===== src/rtl/fifo_rd_ctrl_if.sv =====
// FIFO read controller bus: FIFO read port plus the downstream valid/ready stream.
// The master modport is the controller, the slave modport is the FIFO/sink side.
interface fifo_rd_ctrl_if #(
  parameter int DATA_W = 128
);
  logic              o_fifo_rden;
  logic [DATA_W-1:0] i_fifo_rddata;
  logic              i_fifo_empty;
  logic              i_fifo_alm_empty;
  logic              i_flush;
  logic              o_valid;
  logic [DATA_W-1:0] o_data;
  logic              o_last;
  logic              i_ready;
  logic              o_busy;

  modport master (
    output o_fifo_rden,
    input  i_fifo_rddata,
    input  i_fifo_empty,
    input  i_fifo_alm_empty,
    input  i_flush,
    output o_valid,
    output o_data,
    output o_last,
    input  i_ready,
    output o_busy
  );

  modport slave (
    input  o_fifo_rden,
    output i_fifo_rddata,
    output i_fifo_empty,
    output i_fifo_alm_empty,
    output i_flush,
    input  o_valid,
    input  o_data,
    input  o_last,
    output i_ready,
    input  o_busy
  );
endinterface


===== src/rtl/fifo_rd_ctrl.sv =====
// Drains a FWFT FIFO as full bursts at 1 word/cycle, or as partial bursts
// (one word per two cycles) after a flush request or an idle timeout.
module fifo_rd_ctrl #(
  parameter int DATA_W    = 128,
  parameter int BURST_LEN = 4,
  parameter int TIMEOUT   = 16
) (
  input  logic          clk,
  input  logic          rst,
  fifo_rd_ctrl_if.master bus
);

  localparam int BW = $clog2(BURST_LEN);
  localparam int TW = $clog2(TIMEOUT + 1);
  localparam logic [BW-1:0] BEAT_MAX = BW'(BURST_LEN - 1);
  localparam logic [TW-1:0] TO_MAX   = TW'(TIMEOUT - 1);

  typedef enum logic [1:0] {
    IDLE,
    BURST,
    PARTIAL
  } state_t;

  state_t            state_q, state_d;
  logic [BW-1:0]     beat_q, beat_d;
  logic [TW-1:0]     to_q, to_d;
  logic              valid_q, valid_d;
  logic              last_q, last_d;
  logic              pend_q, pend_d;
  logic [DATA_W-1:0] data_q, data_d;
  logic              rden;
  logic              xfer;
  logic              last_beat;

  assign xfer      = valid_q & bus.i_ready;
  assign last_beat = (beat_q == BEAT_MAX);

  assign rden = !rst && !bus.i_fifo_empty
              && (state_q != IDLE) && !pend_q
              && (!valid_q || bus.i_ready);

  assign bus.o_fifo_rden = rden;
  assign bus.o_valid     = valid_q;
  assign bus.o_data      = data_q;
  assign bus.o_last      = last_q;
  assign bus.o_busy      = !rst && (state_q != IDLE);

  always_comb begin
    state_d = state_q;
    beat_d  = beat_q;
    to_d    = to_q;
    valid_d = valid_q;
    last_d  = last_q;
    pend_d  = pend_q;
    data_d  = data_q;
    if (xfer) valid_d = 1'b0;
    unique case (state_q)
      IDLE: begin
        if (!bus.i_fifo_empty && !bus.i_fifo_alm_empty) begin
          state_d = BURST;
          beat_d  = '0;
          to_d    = '0;
        end else if (!bus.i_fifo_empty
                     && (bus.i_flush || to_q == TO_MAX)) begin
          state_d = PARTIAL;
          beat_d  = '0;
          to_d    = '0;
        end else if (!bus.i_fifo_empty) begin
          if (to_q != TO_MAX) to_d = to_q + 1'b1;
        end else begin
          to_d = '0;
        end
      end
      BURST: begin
        if (rden) begin
          data_d  = bus.i_fifo_rddata;
          valid_d = 1'b1;
          last_d  = last_beat;
          beat_d  = beat_q + 1'b1;
          if (last_beat) state_d = IDLE;
        end
      end
      PARTIAL: begin
        // the pending cycle lets the FIFO flags settle so o_last is exact
        if (pend_q) begin
          pend_d  = 1'b0;
          valid_d = 1'b1;
          last_d  = bus.i_fifo_empty || last_beat;
          beat_d  = beat_q + 1'b1;
          if (bus.i_fifo_empty || last_beat) state_d = IDLE;
        end else if (rden) begin
          data_d  = bus.i_fifo_rddata;
          valid_d = 1'b0;
          pend_d  = 1'b1;
        end
      end
      default: state_d = IDLE;
    endcase
  end

  always_ff @(posedge clk) begin
    if (rst) begin
      state_q <= IDLE;
      beat_q  <= '0;
      to_q    <= '0;
      valid_q <= 1'b0;
      last_q  <= 1'b0;
      pend_q  <= 1'b0;
      data_q  <= '0;
    end else begin
      state_q <= state_d;
      beat_q  <= beat_d;
      to_q    <= to_d;
      valid_q <= valid_d;
      last_q  <= last_d;
      pend_q  <= pend_d;
      data_q  <= data_d;
    end
  end

endmodule


===== src/flat_wrapper.sv =====
// flat-port wrapper written by rule: the top's interface ports become plain ports
module fifo_rd_ctrl_flat 
#(
  parameter int DATA_W    = 128,
  parameter int BURST_LEN = 4,
  parameter int TIMEOUT   = 16
)
  (clk, rst, bus_o_fifo_rden, bus_i_fifo_rddata, bus_i_fifo_empty, bus_i_fifo_alm_empty, bus_i_flush, bus_o_valid, bus_o_data, bus_o_last, bus_i_ready, bus_o_busy);
  fifo_rd_ctrl_if #(.DATA_W(DATA_W)) bus_i ();
  input  logic clk;
  input  logic rst;
  output wire logic [$bits(bus_i.o_fifo_rden)-1:0] bus_o_fifo_rden;
  input wire logic [$bits(bus_i.i_fifo_rddata)-1:0] bus_i_fifo_rddata;
  input wire logic [$bits(bus_i.i_fifo_empty)-1:0] bus_i_fifo_empty;
  input wire logic [$bits(bus_i.i_fifo_alm_empty)-1:0] bus_i_fifo_alm_empty;
  input wire logic [$bits(bus_i.i_flush)-1:0] bus_i_flush;
  output wire logic [$bits(bus_i.o_valid)-1:0] bus_o_valid;
  output wire logic [$bits(bus_i.o_data)-1:0] bus_o_data;
  output wire logic [$bits(bus_i.o_last)-1:0] bus_o_last;
  input wire logic [$bits(bus_i.i_ready)-1:0] bus_i_ready;
  output wire logic [$bits(bus_i.o_busy)-1:0] bus_o_busy;
  assign bus_o_fifo_rden = bus_i.o_fifo_rden;
  assign bus_i.i_fifo_rddata = bus_i_fifo_rddata;
  assign bus_i.i_fifo_empty = bus_i_fifo_empty;
  assign bus_i.i_fifo_alm_empty = bus_i_fifo_alm_empty;
  assign bus_i.i_flush = bus_i_flush;
  assign bus_o_valid = bus_i.o_valid;
  assign bus_o_data = bus_i.o_data;
  assign bus_o_last = bus_i.o_last;
  assign bus_i.i_ready = bus_i_ready;
  assign bus_o_busy = bus_i.o_busy;
  fifo_rd_ctrl #(.DATA_W(DATA_W), .BURST_LEN(BURST_LEN), .TIMEOUT(TIMEOUT)) u_core (.clk(clk), .rst(rst), .bus(bus_i));
endmodule

===== config.mk =====
export PLATFORM = sky130hd
export DESIGN_NAME = fifo_rd_ctrl_flat
export DESIGN_NICKNAME = d
export VERILOG_FILES = /design/src/rtl/fifo_rd_ctrl_if.sv /design/src/rtl/fifo_rd_ctrl.sv /design/src/flat_wrapper.sv
export SDC_FILE = /design/constraint.sdc
export NUM_CORES = 1
export LEC_CHECK = 0
export CORE_MARGIN = 2
export CORE_UTILIZATION = 43
export DETAILED_ROUTE_END_ITERATION = 7
export MAX_ROUTING_LAYER = met4
export PLACE_DENSITY = 0.94
export SKIP_LAST_GASP = 1
export SLEW_MARGIN = 20
export SYNTH_ARGS = -nofsm -noshare
export SYNTH_HDL_FRONTEND = slang
export SYNTH_SLANG_ARGS = --single-unit

===== constraint.sdc =====
create_clock -name clk -period 5.4 [get_ports clk]
set_clock_uncertainty 0.2 [all_clocks]
set_input_delay 1.08 -clock clk [delete_from_list [all_inputs] [get_ports clk]]
set_output_delay 1.08 -clock clk [all_outputs]
set_load 0.1 [all_outputs]

Yosys cells after proc, flatten, opt, wreduce, memory -nomap -nowiden
Index checks and enable logic that the tools add are counted.
W data, S select, Z words.
{"block": "totals", "regBits": 140, "in_bits": 134, "elab_cells": 75}
{"block": "classes", "addsub": 2, "n_eq_ne": 11, "mux": 29, "bitwise_logic": 1, "n_reduce_logical": 25}
{"cell": "$mux W128", "count": 2}
{"cell": "$pmux W128 S2", "count": 1}
{"cell": "$mux W2", "count": 10}
{"cell": "$mux W5", "count": 4}
{"cell": "$pmux W2 S3", "count": 2}
{"cell": "$mux W1", "count": 8}
{"cell": "$logic_and A1 B1 Y1", "count": 7}
{"cell": "$ne A2 B1 Y1 const B", "count": 3}
{"cell": "$add A5 B1 Y5 const B", "count": 1}
{"cell": "$eq A5 B4 Y1 const B", "count": 1}
{"cell": "$logic_not A1 Y1", "count": 5}
{"cell": "$ne A5 B4 Y1 const B", "count": 1}
{"cell": "$reduce_and A5 Y1", "count": 1}
{"cell": "$eq A2 B2 Y1 const B", "count": 2}
{"cell": "$ne A2 B2 Y1 const B", "count": 2}
{"cell": "$pmux W1 S2", "count": 2}
{"cell": "$reduce_and A2 Y1", "count": 2}
{"cell": "$reduce_and A4 Y1", "count": 1}
{"cell": "$reduce_bool A2 Y1", "count": 2}
{"cell": "$reduce_bool A4 Y1", "count": 1}
{"cell": "$logic_or A1 B1 Y1", "count": 3}
{"cell": "$ne A3 B1 Y1 const B", "count": 1}
{"cell": "$reduce_and A3 Y1", "count": 1}
{"cell": "$reduce_bool A3 Y1", "count": 1}
{"cell": "other kinds (4)", "count": 4}

Longest topological paths before layout
Gate-level depths: netlist (run 1).
{"block": "logic_depth", "word_depth": 8, "ltp_mapped": 8, "depth_no_buf": 7}

Worst setup path before layout (run 1)
OpenSTA, ideal clock, no wires.
{"block": "synth_timing", "path_type": "input -> output", "start": "input bus_i_fifo_empty", "end": "output bus_o_fifo_rden", "arrival_ns": 2.260, "required_ns": 4.120, "slack_ns": 1.860, "cell_stages": 3, "n_path_buf": 1, "cell_sequence": "buf_4 -> nor3_4 -> and3_1"}
{"block": "synth_between", "elab_chain_cells": 5}
{"item": "start, declared", "line": "flat_wrapper.sv:14", "rtl": "input wire logic [$bits(bus_i.i_fifo_empty)-1:0] bus_i_fifo_empty;"}
{"item": "$logic_not A1 Y1", "line": "fifo_rd_ctrl.sv:38", "rtl": "assign rden = !rst && !bus.i_fifo_empty"}
{"item": "$logic_and A1 B1 Y1", "line": "fifo_rd_ctrl.sv:38"}
{"item": "$logic_and A1 B1 Y1 (2 in a row)", "line": "fifo_rd_ctrl.sv:39", "rtl": "&& (state_q != IDLE) && !pend_q"}
{"item": "$logic_and A1 B1 Y1", "line": "fifo_rd_ctrl.sv:40", "rtl": "&& (!valid_q || bus.i_ready);"}
{"item": "end, declared", "line": "flat_wrapper.sv:12", "rtl": "output wire logic [$bits(bus_i.o_fifo_rden)-1:0] bus_o_fifo_rden;"}
Every way passes these cells.

Final worst setup path (run 1)
Ends and elaborated chain as after synthesis.

==> impl_metrics.tcl, run 1 <==
set metrics [dict create \
    outcome "finished clean" \
    tns_ns 0 \
    cts_hold_buffers 0 \
    use_met1 0.259 \
    cts.clk_slew.worst_paths_ns 0.06 \
    grt_first_pass_wirelength_um 23200 \
    p_leak_uw 0.00286 \
    cp.arrival_ns 2.58 \
    clock.fmax_mhz 259 \
    critPathMaxFanout 9 \
    dieWidth_um 114 \
    grt_max_degree 76 \
    grt_overflow_total 0 \
    synth_nets 777 \
    start_util 0.437 \
    maxCapViolCount 0 \
    clk_path_buf_depth 2 \
    vias 5086 \
    portBuffers 265 \
    fin_cells 1038 \
    dieHeight_um 114 \
    grt_pass1_vias 4948 \
    grt_usage 0.231 \
    final_area_sq_um 8350 \
    ys.flop_type "dfxtp_1" \
    diodes 0 \
    htree_levels 4 \
    drt-vias-per-instance 4.90 \
    detail_route.iter0.violations 313 \
    holdWs_ns 0.252 \
    rsz0062_at_grt "false" \
    worstSetupPathType "in2out" \
    cts_tree "built" \
    die-area_sq_um 13000 \
    wire_per_inst_um 14.2 \
    placed_cell_area_sq_um 7810 \
    synthSimpleGateAreaFrac 0.225 \
    synthAdderAreaFrac 0.0168 \
    layout_commonest_cell "clkdlybuf4s50_1" \
    min_from "u_core.bus.o_data[106]" \
    worst_slew_pin_slew_ns 1.03 \
    cts_buffers 17 \
    grtUsageMet3 0.0638 \
    layout_min_cycle_time_ns 3.86 \
    required_ns 4.12 \
    root_buffer "clkbuf_16" \
    crit_start "bus_i_fifo_empty" \
    postCtsSetupRepairBufs 0 \
    fin_crit_sh 0.715 \
    p_per_area_nw_per_um2 337 \
    fin_util 0.701 \
    maxSlewViolCount 0 \
    place_inst 1008 \
    syn2layout_area_growth_pct 60.4 \
    wl_um 14800 \
    dr.pass1.iters 5 \
    avgSynthCellArea_sq_um 8.18 \
    synth_xor_area_frac 0 \
    syn_area_sq_um 5200 \
    crit_path_max_incr_delay_ns 0.60 \
    synth_top_family_by_area "simple AND/OR/NAND/NOR gates" \
    syn_inst 636 \
    peakVddDrop_mv 0.209 \
    hold_class "reg2reg" \
    synth_edf_count 0 \
    finalSetupViolations 0 \
    muxShareOfSynthArea 0.00962 \
    layout_common_cells "clkdlybuf4s50_1, nand2_1, dfxtp_1, a21oi_1, clkbuf_16" \
    relSlewSlack 0.313 \
    synth_warnings 0 \
    cp_num_buf_inv 2 \
    globalplace.congestion 0.776 \
    num_rows 40 \
    reg2reg_from "u_core.state_q[0]" \
    clock_latency_ns 0.41 \
    top_usage_layer "met2" \
    cts.sinks 140 \
    nets 1021 \
    hold_violations 0 \
    cp-end-kind "output port" \
    drc 0 \
    antenna_left 0 \
    cp_cell_sequence "clkdlybuf4s50_1 -> nor3_4 -> and3_1 -> buf_4" \
    hpwl_um 10200 \
    coreArea_sq_um 11900 \
    synthArstFlopShare 0 \
    synth.yosys.seq_area_share 0.539 \
    yosys.cell_types.count 34 \
    gr-usage-met2 0.388 \
    cts_resized 0 \
    cp_top_family "buffers and inverters" \
    antenna_found_initial 0 \
    synth_compound_area_frac 0.149 \
    critPathLaunchType "primary input" \
    slowest_stage "clkdlybuf4s50_1" \
    ys_ff_latch 140 \
    drive_gt1_frac 0.0449 \
    io_pins 266 \
]
state kept, by name, summed over array words and instances, names as in the netlist:
| register | flops |
|---|---|
| u_core.beat_q | 2 |
| u_core.bus.o_data | 128 |
| u_core.bus.o_last | 1 |
| u_core.bus.o_valid | 1 |
| u_core.pend_q | 1 |
| u_core.state_q | 2 |
| u_core.to_q | 5 |
synth_stat cells (3+ instances only):
cell / count / area (sq um)
nand2_1: 259 / 972
dfxtp_1: 140 / 2800
a21oi_1: 132 / 661
clkbuf_1: 15 / 56.3
buf_2: 14 / 70.1
buf_6: 13 / 146
nand2b_1: 8 / 50.1
ha_1: 7 / 87.6
inv_1: 7 / 26.3
mux2i_1: 5 / 50.1
o21ai_0: 5 / 25.0
nor2_1: 3 / 11.3
nor2b_1: 3 / 18.8
tightest hold or removal path, cell delays in order, from the launching register on:
cell	delay [ns]
dfxtp_1	0.31
nand2_1	0.05
a21oi_1	0.05
worst paths after layout:
| path | slack [ns] | cells after the start | endpoint |
|---|---|---|---|
| hold / removal | 0.25 | 2 | u_core.bus.o_data[106] |
| hold reg to reg | 0.25 | 2 | u_core.bus.o_data[106] |
| setup reg to reg | 2.78 | 7 | u_core.bus.o_data[113] |
| setup / recovery | 1.54 | 4 | bus_o_fifo_rden |
logic make-up after synthesis:
family | Yosys count
adders and majority gates | 7
DFF | 140
buffers and inverters | 51
AOI/OAI and AO/OA | 146
muxes | 5
and+or+nand+nor | 287
report_power, final:
| part | internal, uW | leakage (uW) | switching (uW) | total [uW] |
|---|---|---|---|---|
| clock network | 647 | 0.000261 | 401 | 1050 |
| registers | 1080 | 0.00113 | 24.9 | 1100 |
| logic | 222 | 0.00147 | 446 | 667 |
| total | 1940 | 0.00286 | 872 | 2820 |
final cells by class:
class,count,area (sq um)
Fill cell,892,3560
Sequential cell,140,2800
Timing Repair Buffer,269,2690
Multi-Input combinational cell,445,2110
Clock buffer,22,464
Tap cell,147,184
Clock inverter,8,70.1
Inverter,7,26.3
per-layer routing:
metal	up-vias	wire length [um]	part of all wire
met3	33	1040	0.070
met5	-	0	0
met2	200	7440	0.50
met1	2299	5910	0.40
met4	0	400	0.027
li1	2554	-	-
through the flow:
step	power, uW	setup slack (ns)
3_3_place_gp	1780	1.58
6_report	2820	1.54
5_1_grt	2930	1.49
3_5_place_dp	1790	1.55
4_1_cts	2840	1.54
2_1_floorplan	1580	1.86
Power figures use the tool's default switching activity.
==> run 2, diff against run 1 <==
Settings changed: CORE_UTILIZATION 43 to 36, PLACE_DENSITY 0.94 to 0.85.
Clock period 5.4 ns to 3.45 ns, I/O delays scaled along.
==> run 2 against run 1 <==
Effect of this change:
- register-to-register slack got worse by 1.7 ns
- highest routed layer unchanged
- clock-buffer cell count decreased by 1
- power increased by 65%
- worst hold slack about the same
- sequential power increased by 56%
- via count decreased by 0.59%
- cell count increased by 3.8%
- non-clock buffer count increased by 4
- core utilization decreased by 11 points
==> impl_metrics.tcl, run 2 (synthesis results as in run 1) <==
set metrics [dict create \
    outcome "finished clean" \
    fillCellCount 1245 \
    cts.clk_slew.worst_paths_ns 0.05 \
    cp.arrival_ns 1.93 \
    portBuffers 265 \
    hold_violations 0 \
    antenna_left 0 \
    peakVddDrop_mv 0.402 \
    cts_resized 0 \
    placed_cell_area_sq_um 7610 \
    p_leak_uw 0.00319 \
    dr.pass1.iters 4 \
    start_util 0.372 \
    layout_common_cells "nand2_1, dfxtp_1, buf_4, a21oi_1, clkdlybuf4s50_1" \
    root_buffer "clkbuf_16" \
    grt_usage 0.186 \
    seqCellArea_sq_um 2800 \
    drc 0 \
    coreArea_sq_um 14000 \
    worst-r2r-cell-count 7 \
    drt-vias-per-instance 4.69 \
    worst_slew_pin_slew_ns 0.618 \
    grt_first_pass_wirelength_um 23000 \
    rsz0062_at_grt "false" \
    nets 1025 \
    worstSetupPathType "in2out" \
    num_rows 43 \
    wire_per_inst_um 13.3 \
    required_ns 2.56 \
    tns_ns 0 \
    holdPathStages 2 \
    cts_tree "built" \
    hpwl_um 9790 \
    grt_overflow_total 0 \
    largest_reg_flops 128 \
    io_pins 266 \
    antenna_found_initial 0 \
    cts_hold_buffers 0 \
    diodes 0 \
    relSlewSlack 0.588 \
    cts.sinks 140 \
    maxSlewViolCount 0 \
    clk_path_buf_depth 2 \
    hold_class "reg2reg" \
    htree_levels 4 \
    p_per_area_nw_per_um2 564 \
    maxCapViolCount 0 \
    multiInputGateArea_sq_um 2110 \
    fin_crit_sh 0.816 \
    dieWidth_um 124 \
    critPathLaunchType "primary input" \
    cp-end-kind "output port" \
    final_area_sq_um 8220 \
    globalplace.congestion 0.801 \
    dieHeight_um 124 \
    layout_min_cycle_time_ns 2.82 \
    grt_pass1_vias 4698 \
    total_power_uw 4640 \
    clock_latency_ns 0.41 \
    cts_buffers 17 \
    detail_route.iter0.violations 265 \
    die-area_sq_um 15400 \
    finalSetupViolations 0 \
    drive_gt1_frac 0.198 \
    critPathMaxFanout 3 \
    syn2layout_area_growth_pct 58.0 \
    clock.fmax_mhz 355 \
    grt_max_degree 79 \
    vias 5056 \
    postCtsSetupRepairBufs 0 \
    layout_commonest_cell "nand2_1" \
    wl_um 14400 \
]
## run 2: cell count changes in the layout (fill, tap and decap cells not counted)
| cell | previous run | this run |
|---|---|---|
| buf_12 | 1 | 5 |
| clkinvlp_4 | 2 | 3 |
| clkinv_2 | 5 | 4 |
| bufinv_16 | 1 | 3 |
| clkbuf_8 | 2 | 3 |
| clkinv_4 | 0 | 1 |
| buf_4 | 6 | 136 |
| clkdlybuf4s50_1 | 262 | 132 |
| clkbuf_1 | 3 | 1 |
## run 2: layout make-up
type,instances,share of cell area
well taps,180,0.0274
clock inverters,11,0.0172
inverters,7,0.00320
clock buffers,21,0.0572
repair buffers,273,0.297
multi-input cells,445,0.257
flip-flops and latches,140,0.341
## run 2: final timing paths
check / end / start / slack, ns
worst max-delay path: bus_o_fifo_rden / bus_i_fifo_empty / 0.63
worst min-delay path: u_core.bus.o_data[71] / u_core.bus.o_data[71] / 0.25
worst min register to register: u_core.bus.o_data[71] / u_core.bus.o_data[71] / 0.25
worst max register to register: u_core.bus.o_data[116] / u_core.state_q[0] / 1.13
## run 2: power by group
part	switching, uW	internal [uW]
registers	38.7	1680
clock network	679	1190
logic	698	350
total	1420	3220
## run 2: metrics by stage
step                      instances  hold slack, ns  setup WS (ns)   util
after floorplan                 636           0.248          0.690      -
after global placement         1045           0.242          0.653  0.544
after detailed placement       1045           0.247          0.626  0.544
after CTS                      1077           0.255          0.622  0.588
after global routing           1077           0.267          0.531  0.588
final                          1077           0.252          0.635  0.588
## run 2: worst max-delay path, cell delays in order
cell	delay (ns)
clkdlybuf4s50_1	0.46
nor3_4	0.28
and3_1	0.28
buf_12	0.20
## run 2: routing by layer
metal	global-route usage	vias up	wire, um
met5	-	-	0
met4	0.0661	0	338
met3	0.0551	28	803
met2	0.308	167	7030
met1	0.215	2302	6200
li1	-	2559	-
